==> src/rtl/etpu_pkg.sv <==
// Shared constants, register offsets and sequencer state encoding for the
// sysa_seq Wishbone sequencer.
package etpu_pkg;

    localparam logic [31:0] BASE_ADDRESS = 32'h3000_0000;
    localparam int          DW           = 8;
    localparam int          ARRAY_N      = 3;
    localparam int          N_OPS        = 7;
    localparam int          N_RES        = ARRAY_N * ARRAY_N;
    localparam int          ROW_W        = ARRAY_N * DW;
    localparam int          RES_W        = 16;

    localparam logic [6:0]  WIN_BYTES    = 7'h44;
    localparam logic [6:0]  OFS_CTRL     = 7'h00;
    localparam logic [6:0]  OFS_STATUS   = 7'h04;
    localparam logic [6:0]  OFS_WGT0     = 7'h08;
    localparam logic [6:0]  OFS_IN0      = 7'h14;
    localparam logic [6:0]  OFS_RES0     = 7'h20;

    typedef enum logic [2:0] {
        S_IDLE   = 3'd0,
        S_CLEAR  = 3'd1,
        S_STREAM = 3'd2,
        S_FINISH = 3'd3
    } state_t;

endpackage

==> src/rtl/sysa_seq_regs.sv <==
// Wishbone decode, single-cycle ack generation and register file for sysa_seq.
// CTRL pulses are decoded combinationally so they act on the ack edge.
module sysa_seq_regs
    import etpu_pkg::*;
(
    input  logic               clock,
    input  logic               rst_n,
    input  logic               wb_stb_i,
    input  logic               wb_cyc_i,
    input  logic               wb_we_i,
    input  logic [3:0]         wb_sel_i,
    input  logic [31:0]        wb_adr_i,
    input  logic [31:0]        wb_dat_i,
    output logic               wb_ack_o,
    output logic [31:0]        wb_dat_o,
    input  logic               busy,
    input  logic               done,
    input  state_t             state,
    input  logic [N_RES-1:0]   cap_we,
    input  logic [RES_W-1:0]   cap_dat [N_RES],
    output logic               start_p,
    output logic               soft_clr_p,
    output logic               irq_en,
    output logic [ROW_W-1:0]   wgt     [ARRAY_N],
    output logic [ROW_W-1:0]   in_rows [ARRAY_N]
);

    logic [4:0]       widx;
    logic             in_win;
    logic             acc;
    logic             wr;
    logic             ctrl_wr;
    logic [31:0]      rd_val;
    logic [RES_W-1:0] res [N_RES];
    logic             unused_ok;

    assign unused_ok  = ^{wb_sel_i, wb_dat_i[31:ROW_W]};
    assign widx       = wb_adr_i[6:2];
    assign in_win     = (wb_adr_i[31:7] == BASE_ADDRESS[31:7]) && (wb_adr_i[6:0] < WIN_BYTES);
    assign acc        = wb_stb_i & wb_cyc_i & in_win & ~wb_ack_o;
    assign wr         = acc & wb_we_i;
    assign ctrl_wr    = wr && (widx == OFS_CTRL[6:2]);
    // SOFT_CLR takes precedence over START within the same write.
    assign soft_clr_p = ctrl_wr && wb_dat_i[1];
    assign start_p    = ctrl_wr && wb_dat_i[0] && !wb_dat_i[1];

    always_comb begin
        rd_val = '0;
        if (widx == OFS_CTRL[6:2])
            rd_val[2] = irq_en;
        if (widx == OFS_STATUS[6:2])
            rd_val[4:0] = {state, done, busy};
        for (int unsigned i = 0; i < ARRAY_N; i++) begin
            if (widx == OFS_WGT0[6:2] + 5'(i))
                rd_val[ROW_W-1:0] = wgt[i];
            if (widx == OFS_IN0[6:2] + 5'(i))
                rd_val[ROW_W-1:0] = in_rows[i];
        end
        for (int unsigned i = 0; i < N_RES; i++) begin
            if (widx == OFS_RES0[6:2] + 5'(i))
                rd_val[RES_W-1:0] = res[i];
        end
    end

    always_ff @(posedge clock or negedge rst_n) begin
        if (!rst_n) begin
            wb_ack_o <= 1'b0;
            wb_dat_o <= '0;
            irq_en   <= 1'b0;
            for (int unsigned i = 0; i < ARRAY_N; i++) begin
                wgt[i]     <= '0;
                in_rows[i] <= '0;
            end
        end else begin
            wb_ack_o <= acc;
            if (acc && !wb_we_i)
                wb_dat_o <= rd_val;
            if (ctrl_wr)
                irq_en <= wb_dat_i[2];
            for (int unsigned i = 0; i < ARRAY_N; i++) begin
                if (wr && !busy && widx == OFS_WGT0[6:2] + 5'(i))
                    wgt[i] <= wb_dat_i[ROW_W-1:0];
                if (wr && !busy && widx == OFS_IN0[6:2] + 5'(i))
                    in_rows[i] <= wb_dat_i[ROW_W-1:0];
            end
        end
    end

    always_ff @(posedge clock or negedge rst_n) begin
        if (!rst_n) begin
            for (int unsigned i = 0; i < N_RES; i++)
                res[i] <= '0;
        end else begin
            for (int unsigned i = 0; i < N_RES; i++) begin
                if (soft_clr_p)
                    res[i] <= '0;
                else if (cap_we[i])
                    res[i] <= cap_dat[i];
            end
        end
    end

endmodule

==> src/rtl/sysa_seq.sv <==
// Wishbone-mapped sequencer for the 3x3 sysa array: run FSM, ops counter and
// capture of the skewed column outputs into the result registers.
module sysa_seq
    import etpu_pkg::*;
(
    input  logic                  clock,
    input  logic                  rst_n,
    input  logic                  wb_stb_i,
    input  logic                  wb_cyc_i,
    input  logic                  wb_we_i,
    input  logic [3:0]            wb_sel_i,
    input  logic [31:0]           wb_adr_i,
    input  logic [31:0]           wb_dat_i,
    output logic                  wb_ack_o,
    output logic [31:0]           wb_dat_o,
    output logic                  sa_en,
    output logic                  sa_clr,
    output logic [N_RES*DW-1:0]   sa_w,
    output logic [ROW_W-1:0]      sa_in,
    input  logic [RES_W-1:0]      sa_out1,
    input  logic [RES_W-1:0]      sa_out2,
    input  logic [RES_W-1:0]      sa_out3,
    output logic                  irq
);

    state_t           state;
    logic [2:0]       ops;
    logic             busy;
    logic             done;
    logic             start_p;
    logic             soft_clr_p;
    logic             irq_en;
    logic [ROW_W-1:0] wgt     [ARRAY_N];
    logic [ROW_W-1:0] in_rows [ARRAY_N];
    logic [N_RES-1:0] cap_we;
    logic [RES_W-1:0] cap_dat [N_RES];

    sysa_seq_regs u_regs (
        .clock      (clock),
        .rst_n      (rst_n),
        .wb_stb_i   (wb_stb_i),
        .wb_cyc_i   (wb_cyc_i),
        .wb_we_i    (wb_we_i),
        .wb_sel_i   (wb_sel_i),
        .wb_adr_i   (wb_adr_i),
        .wb_dat_i   (wb_dat_i),
        .wb_ack_o   (wb_ack_o),
        .wb_dat_o   (wb_dat_o),
        .busy       (busy),
        .done       (done),
        .state      (state),
        .cap_we     (cap_we),
        .cap_dat    (cap_dat),
        .start_p    (start_p),
        .soft_clr_p (soft_clr_p),
        .irq_en     (irq_en),
        .wgt        (wgt),
        .in_rows    (in_rows)
    );

    always_comb begin
        sa_w = '0;
        for (int unsigned r = 0; r < ARRAY_N; r++)
            sa_w[r*ROW_W +: ROW_W] = wgt[r];
    end

    always_comb begin
        sa_in = '0;
        for (int unsigned i = 0; i < ARRAY_N; i++) begin
            if (state == S_STREAM && ops == 3'(i))
                sa_in = in_rows[i];
        end
    end

    // Column c emits the result for row k at ops = k + 1 + c (array skew).
    always_comb begin
        cap_we  = '0;
        cap_dat = '{default: '0};
        for (int unsigned i = 0; i < ARRAY_N; i++) begin
            if (state == S_STREAM && ops == 3'(i + 1)) begin
                cap_we[i]  = 1'b1;
                cap_dat[i] = sa_out1;
            end
            if (state == S_STREAM && ops == 3'(i + 2)) begin
                cap_we[ARRAY_N + i]  = 1'b1;
                cap_dat[ARRAY_N + i] = sa_out2;
            end
            if (state == S_STREAM && ops == 3'(i + 3)) begin
                cap_we[2*ARRAY_N + i]  = 1'b1;
                cap_dat[2*ARRAY_N + i] = sa_out3;
            end
        end
    end

    always_ff @(posedge clock or negedge rst_n) begin
        if (!rst_n) begin
            state  <= S_IDLE;
            ops    <= '0;
            busy   <= 1'b0;
            done   <= 1'b0;
            sa_en  <= 1'b0;
            sa_clr <= 1'b0;
            irq    <= 1'b0;
        end else begin
            irq <= done & irq_en;
            if (soft_clr_p) begin
                state  <= S_IDLE;
                ops    <= '0;
                busy   <= 1'b0;
                done   <= 1'b0;
                sa_en  <= 1'b0;
                sa_clr <= 1'b0;
            end else begin
                case (state)
                    S_IDLE: begin
                        if (start_p) begin
                            busy   <= 1'b1;
                            done   <= 1'b0;
                            sa_clr <= 1'b1;
                            state  <= S_CLEAR;
                        end
                    end
                    S_CLEAR: begin
                        sa_clr <= 1'b0;
                        sa_en  <= 1'b1;
                        ops    <= '0;
                        state  <= S_STREAM;
                    end
                    S_STREAM: begin
                        if (ops == 3'(N_OPS - 1)) begin
                            sa_en <= 1'b0;
                            state <= S_FINISH;
                        end else begin
                            ops <= ops + 3'd1;
                        end
                    end
                    S_FINISH: begin
                        busy  <= 1'b0;
                        done  <= 1'b1;
                        state <= S_IDLE;
                    end
                    default: state <= S_IDLE;
                endcase
            end
        end
    end

endmodule

==> config.mk <==
export PLATFORM = sky130hd
export DESIGN_NAME = sysa_seq
export DESIGN_NICKNAME = d
export VERILOG_FILES = /design/src/rtl/etpu_pkg.sv /design/src/rtl/sysa_seq_regs.sv /design/src/rtl/sysa_seq.sv
export SDC_FILE = /design/constraint.sdc
export NUM_CORES = 1
export LEC_CHECK = 0
export BUFFER_PORTS_ARGS = -buffer_cell sky130_fd_sc_hd__buf_4
export CAP_MARGIN = 20
export CORE_ASPECT_RATIO = 0.9
export CORE_MARGIN = 10
export CORE_UTILIZATION = 53
export CTS_BUF_LIST = sky130_fd_sc_hd__clkbuf_4
export CTS_CLUSTER_DIAMETER = 80
export DETAILED_ROUTE_END_ITERATION = 10
export PLACE_DENSITY_LB_ADDON = 0.05
export REMOVE_ABC_BUFFERS = 1
export SLEW_MARGIN = 20
export SYNTH_ARGS = -nofsm -noshare
export SYNTH_HDL_FRONTEND = slang
export SYNTH_SLANG_ARGS = --single-unit
==> constraint.sdc <==
create_clock -name clock -period 3.2 [get_ports clock]
set_input_delay 0.16 -clock clock [delete_from_list [all_inputs] [get_ports clock]]
set_output_delay 0.16 -clock clock [all_outputs]
set_load 0.005 [all_outputs]
; After elaboration in Yosys (flattened, before gate mapping)
; Index checks and enable logic that the tools add are counted.
[word_totals]
in_bits = 121
ff_bits = 325
[classes]
n_reduce_logical = 38
eq_ne = 29
n_lt_le_gt_ge = 1
n_addsub = 1
n_mux = 70
bitwise_logic = 6
[ops]
columns = op, count
row1 = 16-bit 2-to-1 mux, 36
row2 = 24-bit 2-to-1 mux, 9
row3 = 5-bit by 4-bit equality test with 1-bit output (second input constant), 8
row4 = 25-bit by 23-bit equality test with 1-bit output (second input constant), 1
row5 = 5-bit by 3-bit equality test with 1-bit output (second input constant), 4
row6 = 1-bit logical AND, 19
row7 = 3-bit 2-to-1 mux, 5
row8 = 1-bit 2-to-1 mux, 13
row9 = 3-bit by 2-bit equality test with 1-bit output (second input constant), 4
row10 = 5-bit by 2-bit equality test with 1-bit output (second input constant), 2
row11 = 2-bit AND reduction, 5
row12 = 2-bit nonzero test, 5
row13 = 3-bit equality test (second input constant), 3
row14 = 3-bit one-hot mux with 3 select lines, 1
row15 = 3-bit nonzero test, 3
row16 = 1-bit one-hot mux with 2 select lines, 4
row17 = 7-bit < comparator (second input constant), 1
row18 = 3-bit by 1-bit equality test with 1-bit output (second input constant), 2
row19 = 3-bit logical NOT, 2
row20 = 3-bit inequality test (second input constant), 2
row21 = 3-bit one-hot mux with 2 select lines, 1
row22 = 1-bit bitwise AND, 5
row23 = 5-bit by 1-bit equality test with 1-bit output (second input constant), 1
row24 = 5-bit equality test (second input constant), 1
row25 = 6 further kinds, 8

; Longest topological paths before layout
; Gate-level depths: netlist of the first run.
[depth]
ltp_word = 18
depth_mapped = 9
mapped_depth_nobuf = 6

; Cells and area by module
; A second synthesis of the first run with hierarchy kept.
[unflattened]
cells_unflattened = 1629
area_unflattened_um2 = 17551.8
[modules_own_cells]
columns = mod, instances, cells_per_inst, area_each_um2
row1 = sysa_seq_regs, 1, 1311, 15188.3
row2 = sysa_seq, 1, 318, 2363.5

; Worst setup path after synthesis of the first run
; Ideal clock, no wire load.
[synth_path]
kind = register to register
from = register state[0]
to = register u_regs.res[112] (netlist bit)
setup_slack_ns = 1.156
stages_incl_launch_ff = 9
arrival_ns = 1.912
path_buffers = 2
t_required_ns = 3.068
cell_sequence = dfrtp_1 inv_1 ha_1 clkbuf_1 nand2_1 nor2_1 clkbuf_1 mux2i_1 nor2_1
[synth_between]
elab_chain_cells = 5
[synth_rtl]
columns = item, line
row1 = "start, declared", sysa_seq.sv:26  ; state_t state;
row2 = "start signal, assigned", sysa_seq.sv:97  ; state <= S_IDLE;
row3 = "start signal, assigned", sysa_seq.sv:107  ; state <= S_IDLE;
row4 = "start signal, assigned", sysa_seq.sv:120  ; state <= S_CLEAR;
row5 = 3-bit by 2-bit equality test with 1-bit output *, sysa_seq.sv:80  ; if (state == S_STREAM && ops == 3'(i + 1)) begin
row6 = 1-bit logical AND *, sysa_seq.sv:80
row7 = 16-bit 2-to-1 mux, sysa_seq.sv:80
row8 = 16-bit 2-to-1 mux, sysa_seq_regs.sv:97  ; else if (cap_we[i])
row9 = 16-bit 2-to-1 mux, sysa_seq_regs.sv:95  ; if (soft_clr_p)
row10 = "end signal, assigned by index", sysa_seq_regs.sv:98  ; res[i] <= cap_dat[i];
row11 = "end, declared", sysa_seq_regs.sv:34  ; logic [RES_W-1:0] res [N_RES];
; Every way passes the cells marked *; elsewhere a longest branch is shown, timed or not. The select of a mux whose other input is x is not followed.
; A chain may end at the register's enable or synchronous reset.

; Final worst setup path of the first run
[layout_path]
from = register state[0]
to = output sa_in[8]
[layout_between]
elab_chain_cells = 5
[layout_rtl]
columns = item, line
row1 = 3-bit by 2-bit equality test with 1-bit output *, sysa_seq.sv:70  ; if (state == S_STREAM && ops == 3'(i))
row2 = 1-bit logical AND, sysa_seq.sv:70
row3 = 24-bit 2-to-1 mux (2 in series), sysa_seq.sv:70
row4 = 24-bit 2-to-1 mux *, sysa_seq.sv:70
row5 = "end, declared", sysa_seq.sv:19  ; output logic [ROW_W-1:0] sa_in,
; Every way passes the cells marked *; elsewhere a longest branch is shown, timed or not.

==> reports/metrics.cfg, run 1 <==
[outcome]
outcome = finished, final reports clean

[worst_setup_path]
slowest_stage = and3_2
cp-end-kind = output port
crit_fanout = 15
cpPeakStageDelay_ns = 0.49
timing.rr.start = u_regs.wb_ack_o$_DFF_PN0_
path_buf_inv = 3
cpLargestDelayFamily = buffers and inverters
cp_cell_sequence = inv_1 -> ha_2 -> and3_2 -> buf_4 -> a22oi_1 -> o21ai_0 -> buf_4
rrSetupSlack_ns = 0.64
cp.required_ns = 3.04
crit_path_start_kind = register
arrival_ns = 2.83
critPathKind = reg -> out
cp_common_cell = buf_4
reg2regPathDepth = 6
r2r-end = u_regs.wgt[56]$_DFFE_PN0P_

[timing]
finalSetupViolCount = 0
maxSlewHeadroom_pct = 25.0
period_share_pct = 93.4
final_hold_viol_count = 0
drv_slew = 0
worst_pin_slew_ns = 1.12
hold_slack_ns = 0.0535
fin_tns_setup_ns = 0
fin_crit_ns = 2.99
clock_skew_ns = 0.0419
rsz0062_at_grt = false
fmax_ghz = 0.335

[power]
ir_worst_vdd_mv = 0.267
seq_power_share_pct = 49.2
clkPwrFrac_pct = 41.3
switching_share_pct = 26.0
cellLeakagePower_nw = 10.2
power_frac_comb_pct = 9.4
power_mw = 8.61
p_int_mw = 6.38
power.switching_mw = 2.24
powerDensity_nw_per_um2 = 414

[die]
dieWidth_um = 207
die_y_um = 188
rows = 61
start_util_pct = 53.9
die-area_um2 = 39000
io_pins = 253
core-area_um2 = 31000

[clock_tree]
clkSlewWorstSetupHoldPaths_ns = 0.07
cts_resized = 0
cts_max_path_buffers = 3
htreeDepth = 3
cts_buffers = 87
clk_latency_ns = 0.74
tritoncts = built
clockRootBuffer = clkbuf_4
cts.sinks = 324

[grt]
grt_usage_pct = 28.0
use_met1_pct = 37.2
grt_pass1_wl_um = 86900
grtUsageMet3_pct = 5.69
antenna_found_initial = 1
grt_use_met2_pct = 43.7
gr-max-usage-layer = met2
grt_overflow_total = 0
grt_pass1_vias = 14900
grt_max_degree = 91

[yosys]
ys_seq_area_share_pct = 48.5
synthFlopType = dfrtp_1
synth_cells = 1541
avgSynthCellArea_um2 = 10.8
mappedNetlistArea_um2 = 16700
synth.distinct_cells = 77
synth_edf_count = 0
synth_top_area_share_pct = 48.5
ys.warnings.count = 0
synth.largest_area_cell = dfrtp_1
ys_ff_latch = 324
synth_most_common_cell = dfrtp_1
synth_commonest_cells = 324 x dfrtp_1, 181 x nor2_1, 120 x mux2i_1
synth_area_leaders = dfrtp_1 49%, mux2_4 9.0%, mux2i_1 7.2%
async_flop_share_pct = 100

[finish]
area_growth_pct = 24.5
n_fill_cell = 2550
layout-drive-gt1-share_pct = 32.1
design_area_um2 = 20800
nets = 2017

[placement]
place_congestion = 0.867
hpwl_um = 37300
port_buffers = 230
placed_area_um2 = 19000

[detailed_routing]
drtPass1Iterations = 5
avgRoutedWirePerCell_um = 23.8
drc = 0
vias = 14100
drt_iter0_drc = 1027
drtAntennaViolNets = 0
vias_per_cell = 6.00
drt-total-wl_um = 56000

[min_path]
hold_class = in -> async

[run]
cap_violations = 0

-- per-stage QoR --
stage                     std cells  worst slack (ns)  utilization (%)
final                          2354             0.211             67.1
after global routing           2354            0.0530             67.1
after CTS                      2353             0.171             67.1
after detailed placement       2128             0.610             61.2
after global placement         2128             0.667             61.2
after floorplan                1420             -2.45                -
-- cell families (layout without fill, tap and decap cells) --
logic type,after synthesis,count (layout),synth area share [%]
compound gates,369,369,14.2
fa+ha+maj,9,9,0.674
buf+inv,144,540,4.37
flops,324,324,48.5
mux,277,277,20.4
other cells,1,9,0.0224
simple gates,417,417,11.9
-- power by group through the flow --
stage	combinational (mW)	clock [mW]	sequential, mW
floorplan	0.283	0	4.30
global placement	0.718	0	4.31
detailed placement	0.729	0	4.32
CTS	0.810	3.63	4.24
global route	0.885	3.84	4.25
finish	0.813	3.56	4.24
-- cell usage in the layout, fill, tap and decap left out, types with 19 or more instances in the layout --
cell / netlist / final
a21oi_1: 104 / 104
mux2_4: 100 / 100
mux2_2: 52 / 52
a22oi_1: 41 / 41
dfrtp_1: 324 / 324
mux2i_1: 120 / 120
nor2_1: 181 / 180
clkbuf_4: 0 / 131
a31oi_1: 19 / 19
o21ai_0: 81 / 81
dlygate4sd3_1: 0 / 79
nand3_1: 57 / 56
buf_4: 13 / 289
nand2_1: 111 / 111
-- final cells by class --
class	instances	area (um2)	share of cell area [%]
sequential	324	8110	39.0
multi-input combinational	1080	7920	38.1
timing repair buffer	378	3160	15.2
clock buffer	131	983	4.73
tap	409	512	2.46
inverter	16	60.1	0.289
clock inverter	15	57.6	0.277
antenna	1	2.50	0.0120
-- routing by layer --
layer | routed length [um] | vias to the layer above
li1 | - | 6300
met1 | 24000 | 7063
met2 | 25800 | 637
met3 | 4140 | 115
met4 | 2020 | 0
met5 | 0 | -
-- timing repair --
action	in CTS	in global routing
hold buffers	79	0
endpoints found under the hold margin	459	0
buffers inserted	0	0
-- registers in the layout, indices dropped and copies added (netlist names) --
name / count
u_regs.wgt: 72
u_regs.wb_ack_o: 1
u_regs.wb_dat_o: 24
sa_en: 1
u_regs.in_rows: 72
state: 2
u_regs.irq_en: 1
ops: 3
done: 1
sa_clr: 1
busy: 1
irq: 1
u_regs.res: 144
-- how the worst max path moves through the flow --
| stage | end | cells after the start | slack, ns | start |
|---|---|---|---|---|
| 6_report | sa_in[8] | 7 | 0.21 | state[0]$_DFFE_PN0P_ |
| 3_3_place_gp | u_regs.wgt[57]$_DFFE_PN0P_ | 6 | 0.67 | wb_adr_i[3] |
| 4_1_cts | sa_in[11] | 8 | 0.17 | state[0]$_DFFE_PN0P_ |
| 5_1_grt | sa_in[8] | 7 | 0.05 | state[0]$_DFFE_PN0P_ |
| 2_1_floorplan | sa_in[0] | 5 | -2.45 | state[0]$_DFFE_PN0P_ |
| 3_5_place_dp | u_regs.wgt[55]$_DFFE_PN0P_ | 7 | 0.61 | wb_adr_i[21] |
Power figures use the tool's default switching activity.
==> run 2, diff against run 1 <==
--- a/config.mk
+++ b/config.mk
@@ -11,3 +11,3 @@
 export CORE_MARGIN = 10
-export CORE_UTILIZATION = 53
+export CORE_UTILIZATION = 40
 export CTS_BUF_LIST = sky130_fd_sc_hd__clkbuf_4
--- a/constraint.sdc
+++ b/constraint.sdc
@@ -3,2 +3,2 @@
 set_output_delay 0.16 -clock clock [all_outputs]
-set_load 0.005 [all_outputs]
+set_load 0.1 [all_outputs]
==> reports/metrics.cfg, run 2 (same netlist as run 1, synthesis figures left out) <==
[timing]
maxSlewHeadroom_pct = 44.3  ; +19 points
worst_pin_slew_ns = 0.823  ; -0.300 ns
finalSetupViolCount = 0  ; unchanged
fmax_ghz = 0.324  ; -3.1%
period_share_pct = 96.4  ; +3.0 points
fin_crit_ns = 3.08  ; +0.0946 ns
worst_slack_ns = 0.117  ; -0.0946 ns
clock_skew_ns = 0.0358  ; -0.00614 ns
final_hold_viol_count = 0  ; unchanged
drv_slew = 0  ; unchanged

[worst_setup_path]
cpPeakStageDelay_ns = 0.59  ; +0.10 ns
arrival_ns = 3.77  ; +0.94 ns
crit_path_start_kind = register
path_buf_inv = 2  ; -1
cp-end-kind = register
crit_fanout = 15  ; unchanged
cp.required_ns = 3.89  ; +0.85 ns
critPathKind = reg -> reg
cp_cell_sequence = nor4_2 -> dlygate4sd3_1 -> nand4_2 -> nor2_4 -> and2_4 -> nand3_4 -> buf_4 -> mux2_4
slowest_stage = dlygate4sd3_1
cpLargestDelayFamily = simple AND/OR/NAND/NOR gates

[power]
clkPwrFrac_pct = 42.7  ; +1.4 points
cellLeakagePower_nw = 10.4  ; +1.8%
p_int_mw = 6.53  ; +2.4%
power.switching_mw = 2.41  ; +7.7%
seq_power_share_pct = 47.5  ; -1.7 points
ir_worst_vdd_mv = 0.200  ; -25%
switching_share_pct = 26.9  ; +0.99 points
powerDensity_nw_per_um2 = 417  ; +0.76%
power_frac_comb_pct = 9.9  ; +0.5 points

[finish]
largest_register_ffs = 144  ; unchanged
multi_input_area_um2 = 7950  ; +0.30%
top_register = u_regs.res
area_growth_pct = 28.2
mostFrequentLayoutCells = 324 x dfrtp_1, 269 x buf_4, 180 x nor2_1
design_area_um2 = 21400  ; +3.0%
final_common_cell = dfrtp_1
nets = 2038  ; +1.0%
post-route-util_pct = 52.2  ; -15 points
layout-drive-gt1-share_pct = 32.5  ; +0.41 points
top_regs = u_regs.res x144, u_regs.in_rows x72, u_regs.wgt x72
regArea_um2 = 8110  ; unchanged
n_fill_cell = 3843  ; +51%

[clock_tree]
tritoncts = built
cts_max_path_buffers = 3  ; unchanged
htreeDepth = 3  ; unchanged
clkSlewWorstSetupHoldPaths_ns = 0.06  ; about the same
clockRootBuffer = clkbuf_4
cts.sinks = 324  ; unchanged
cts_buffers = 93  ; +6.9%
clk_latency_ns = 0.83  ; +0.09 ns

[placement]
post-place-ws_ns = 0.361  ; -0.249 ns
placed_area_um2 = 19200  ; +1.0%
hpwl_um = 41100  ; +10%
port_buffers = 230  ; unchanged
place_congestion = 0.841  ; -3.1%

[grt]
grt_overflow_total = 0  ; unchanged
grt_max_degree = 69  ; -24%
antenna_found_initial = 3  ; +2
grt_usage_pct = 23.8  ; -4.3 points
grt_pass1_vias = 14500  ; -2.3%
grt_pass1_wl_um = 92300  ; +6.1%

[detailed_routing]
drc = 0  ; unchanged
avgRoutedWirePerCell_um = 24.4  ; +2.5%
vias = 14100  ; -0.028%
drtPass1Iterations = 6  ; +1
drt_iter0_drc = 1119  ; +9.0%
drt-total-wl_um = 61500  ; +9.9%
drtAntennaViolNets = 0  ; unchanged
vias_per_cell = 5.59  ; -6.8%

[die]
core-area_um2 = 41000  ; +32%
dieWidth_um = 235  ; +14%
start_util_pct = 40.8  ; -13 points
die_y_um = 214  ; +14%
rows = 70  ; +15%
die-area_um2 = 50400  ; +29%
io_pins = 253  ; unchanged

[run]
cap_violations = 0  ; unchanged

[outcome]
outcome = finished, final reports clean

[min_path]
hold_class = in -> reg

## run 2: area by class of cell
class                      instances  area share (%)
multi-input combinational       1080            37.1
antenna                            6          0.0701
inverter                          16           0.280
clock inverter                    25           0.462
clock buffer                     140            4.91
timing repair buffer             393            16.2
sequential                       324            37.9
tap                              540            3.15
## run 2: routing by layer
layer	track usage [%]	routed length (um)	part of all wire, %	vias to the layer above
met5	0	0	0	-
met4	7.07	1260	2.0	0
met3	5.74	3680	6.0	84
met2	36.5	28200	46	460
met1	32.8	28400	46	7199
li1	-	-	-	6368
## run 2: what timing repair did
action,in CTS,in global routing
buffers inserted,0,6
endpoints found under the setup margin,22,24
hold buffers,88,0
endpoints found under the hold margin,595,0
gates resized for setup,23,14
cloned,0,1
pin swaps,0,2
## run 2: path summary, 6_finish.rpt
path	start	endpoint	slack, ns	cells after the start
hold / removal	wb_adr_i[23]	u_regs.wb_ack_o$_DFF_PN0_	0.09	5
setup reg to reg	u_regs.wb_ack_o$_DFF_PN0_	u_regs.in_rows[10]$_DFFE_PN0P_	0.12	8
min in group asynchronous	rst_n	u_regs.res[130]$_DFFE_PN0P_	0.46	3
max in group asynchronous	rst_n	u_regs.wgt[38]$_DFFE_PN0P_	1.91	4
hold reg to reg	u_regs.wb_dat_o[8]$_DFFE_PN0P_	u_regs.wb_dat_o[8]$_DFFE_PN0P_	0.50	2
setup / recovery	u_regs.wb_ack_o$_DFF_PN0_	u_regs.in_rows[10]$_DFFE_PN0P_	0.12	8
## run 2: power groups by stage
stage	Clock, mW	Sequential [mW]	Combinational [mW]
after detailed placement	0	4.32	0.793
after global routing	4.16	4.25	0.959
after global placement	0	4.31	0.787
after floorplan	0	4.30	0.321
after CTS	3.93	4.24	0.885
final	3.81	4.24	0.881
## run 2: per-stage QoR
step                hold slack (ns)  setup TNS [ns]  instances  power, mW
floorplan                    -0.136         -330.33       1420       4.62
global placement              0.283               0       2258       5.10
detailed placement            0.273               0       2258       5.11
CTS                          0.0189         -0.0150       2511       9.05
global route                 0.0287          -0.117       2523       9.37
finish                       0.0938               0       2524       8.94
## run 2: tightest hold or removal path, cell delays in order
cell	delay (ns)
buf_4	0.08
nor4_1	0.03
nand3_1	0.26
nor2_4	0.08
and2_4	0.22
==> run 3, diff against run 2 <==
GPL_ROUTABILITY_DRIVEN = 0   (was not set)
RECOVER_POWER = 50   (was not set)
SLEW_MARGIN = 25   (was 20)
==> reports/metrics.cfg, run 3 (same netlist as run 1, synthesis figures left out) <==
[finish]
nets = 2038  ; unchanged
largest_register_ffs = 144  ; unchanged
top_regs = u_regs.res x144, u_regs.in_rows x72, u_regs.wgt x72
top_register = u_regs.res
final_common_cell = dfrtp_1
mostFrequentLayoutCells = 324 x dfrtp_1, 209 x buf_4, 180 x nor2_1
area_growth_pct = 26.6
fin_cells = 2522  ; -0.079%
layout-drive-gt1-share_pct = 29.5  ; -3.0 points

[timing]
final_hold_viol_count = 0  ; unchanged
period_share_pct = 96.7  ; +0.30 points
maxSlewHeadroom_pct = -28.7  ; -73 points
finalSetupViolCount = 0  ; unchanged
fmax_ghz = 0.323  ; -0.31%
drv_slew = 61  ; +61
clock_skew_ns = 0.0346  ; -0.00121 ns
fin_tns_setup_ns = 0  ; unchanged
hold_slack_ns = 0.105  ; +0.0111 ns
worst_pin_slew_ns = 1.93  ; +1.11 ns
fin_crit_ns = 3.09  ; +0.00959 ns

[clock_tree]
cts.sinks = 324  ; unchanged
clk_latency_ns = 0.81  ; -0.02 ns
tritoncts = built
cts_buffers = 93  ; unchanged
htreeDepth = 3  ; unchanged
clockRootBuffer = clkbuf_4
cts_max_path_buffers = 3  ; unchanged
clkSlewWorstSetupHoldPaths_ns = 0.06  ; about the same

[worst_setup_path]
r2r-end = u_regs.wgt[69]$_DFFE_PN0P_
crit_path_start_kind = register
cp-end-kind = register
timing.rr.start = u_regs.wb_ack_o$_DFF_PN0_
crit_fanout = 24  ; +9
rrSetupSlack_ns = 0.11  ; about the same
reg2regPathDepth = 7  ; -1
critPathKind = reg -> reg
cp.required_ns = 3.86  ; -0.03 ns
arrival_ns = 3.76  ; about the same

[grt]
grt_max_degree = 69  ; unchanged
grt_usage_pct = 23.8  ; unchanged
grt_pass1_vias = 14500  ; unchanged
antenna_found_initial = 3  ; unchanged
grt_overflow_total = 0  ; unchanged
grt_pass1_wl_um = 92300  ; unchanged

[min_path]
hold_class = in -> reg
hold_end = u_regs.wb_ack_o$_DFF_PN0_
whs_path_depth = 5  ; unchanged
min_from = wb_adr_i[23]

[die]
core-area_um2 = 41000  ; unchanged
io_pins = 253  ; unchanged
dieWidth_um = 235  ; unchanged
start_util_pct = 40.8  ; unchanged
die_y_um = 214  ; unchanged
die-area_um2 = 50400  ; unchanged
rows = 70  ; unchanged

[detailed_routing]
drt-total-wl_um = 61600  ; +0.12%
drt_iter0_drc = 1224  ; +9.4%
vias = 14100  ; +0.20%
drtAntennaViolNets = 0  ; unchanged
vias_per_cell = 5.61  ; +0.28%
drc = 0  ; unchanged
drtPass1Iterations = 5  ; -1
avgRoutedWirePerCell_um = 24.4  ; +0.20%

[placement]
port_buffers = 230  ; unchanged
hpwl_um = 41100  ; unchanged
dp_cells = 2258  ; unchanged

[power]
ir_worst_vdd_mv = 0.201  ; +0.77%
power_mw = 8.93  ; about the same
cellLeakagePower_nw = 10.2  ; -2.6%
powerDensity_nw_per_um2 = 422  ; +1.2%

[run]
cap_violations = 1  ; +1

[outcome]
outcome = complete, but fails checks
violations = capacitance limit, slew limit

## run 3: routing by layer
metal | global-route usage [%] | share of wire, %
met5 | 0 | 0
met2 | 36.5 | 46
met3 | 5.74 | 6.2
met1 | 32.8 | 46
met4 | 7.07 | 2.1
## run 3: layout make-up
cell class,instances,area [um2]
antenna,4,10.0
clock buffer,140,1050
clock inverter,25,98.8
fill,3895,19800
inverter,16,60.1
multi-input combinational,1080,7950
sequential,324,8110
tap,540,676
timing repair buffer,393,3200
## run 3: worst max path at each step
stage | from | endpoint | slack, ns | cells past startpoint
CTS | state[0]$_DFFE_PN0P_ | sa_in[14] | -0.02 | 9
finish | u_regs.wb_ack_o$_DFF_PN0_ | u_regs.wgt[69]$_DFFE_PN0P_ | 0.11 | 7
global placement | wb_adr_i[5] | u_regs.wgt[34]$_DFFE_PN0P_ | 0.39 | 5
floorplan | state[0]$_DFFE_PN0P_ | sa_in[0] | -4.59 | 5
global route | state[0]$_DFFE_PN0P_ | sa_in[22] | -0.008 | 9
detailed placement | wb_adr_i[5] | u_regs.wgt[32]$_DFFE_PN0P_ | 0.36 | 5
## run 3: power breakdown
group | switching, mW | total (mW) | leakage (nW) | internal (mW)
logic | 0.525 | 0.876 | 5.29 | 0.351
registers | 0.0526 | 4.24 | 4.18 | 4.19
clock network | 1.83 | 3.81 | 0.692 | 1.98
## run 3: worst max-delay path, cell delays in order, from the launching register on
cell	delay, ns
dfrtp_1	0.43
nor4_2	0.15
dlygate4sd3_1	0.59
nand4_2	0.22
nor2_4	0.22
and2_4	0.27
nand3_4	0.55
mux2_4	0.51
## run 3: stage by stage
step	cell area (um2)	setup slack, ns	util, %
after floorplan	16100	-4.59	-
after global placement	19200	0.391	46.8
after detailed placement	19200	0.361	46.8
after CTS	21300	-0.0150	51.9
after global routing	21100	-0.00772	51.6
final	21100	0.107	51.6
## run 3: what timing repair did
action                     4_1_cts  5_1_grt
setup buffers                    0        6
hold buffers                    88        0
pin swaps                        0        2
gates resized for setup         23       14
setup endpoints to repair       22       24
hold endpoints to repair       595        0
gates cloned                     0        1
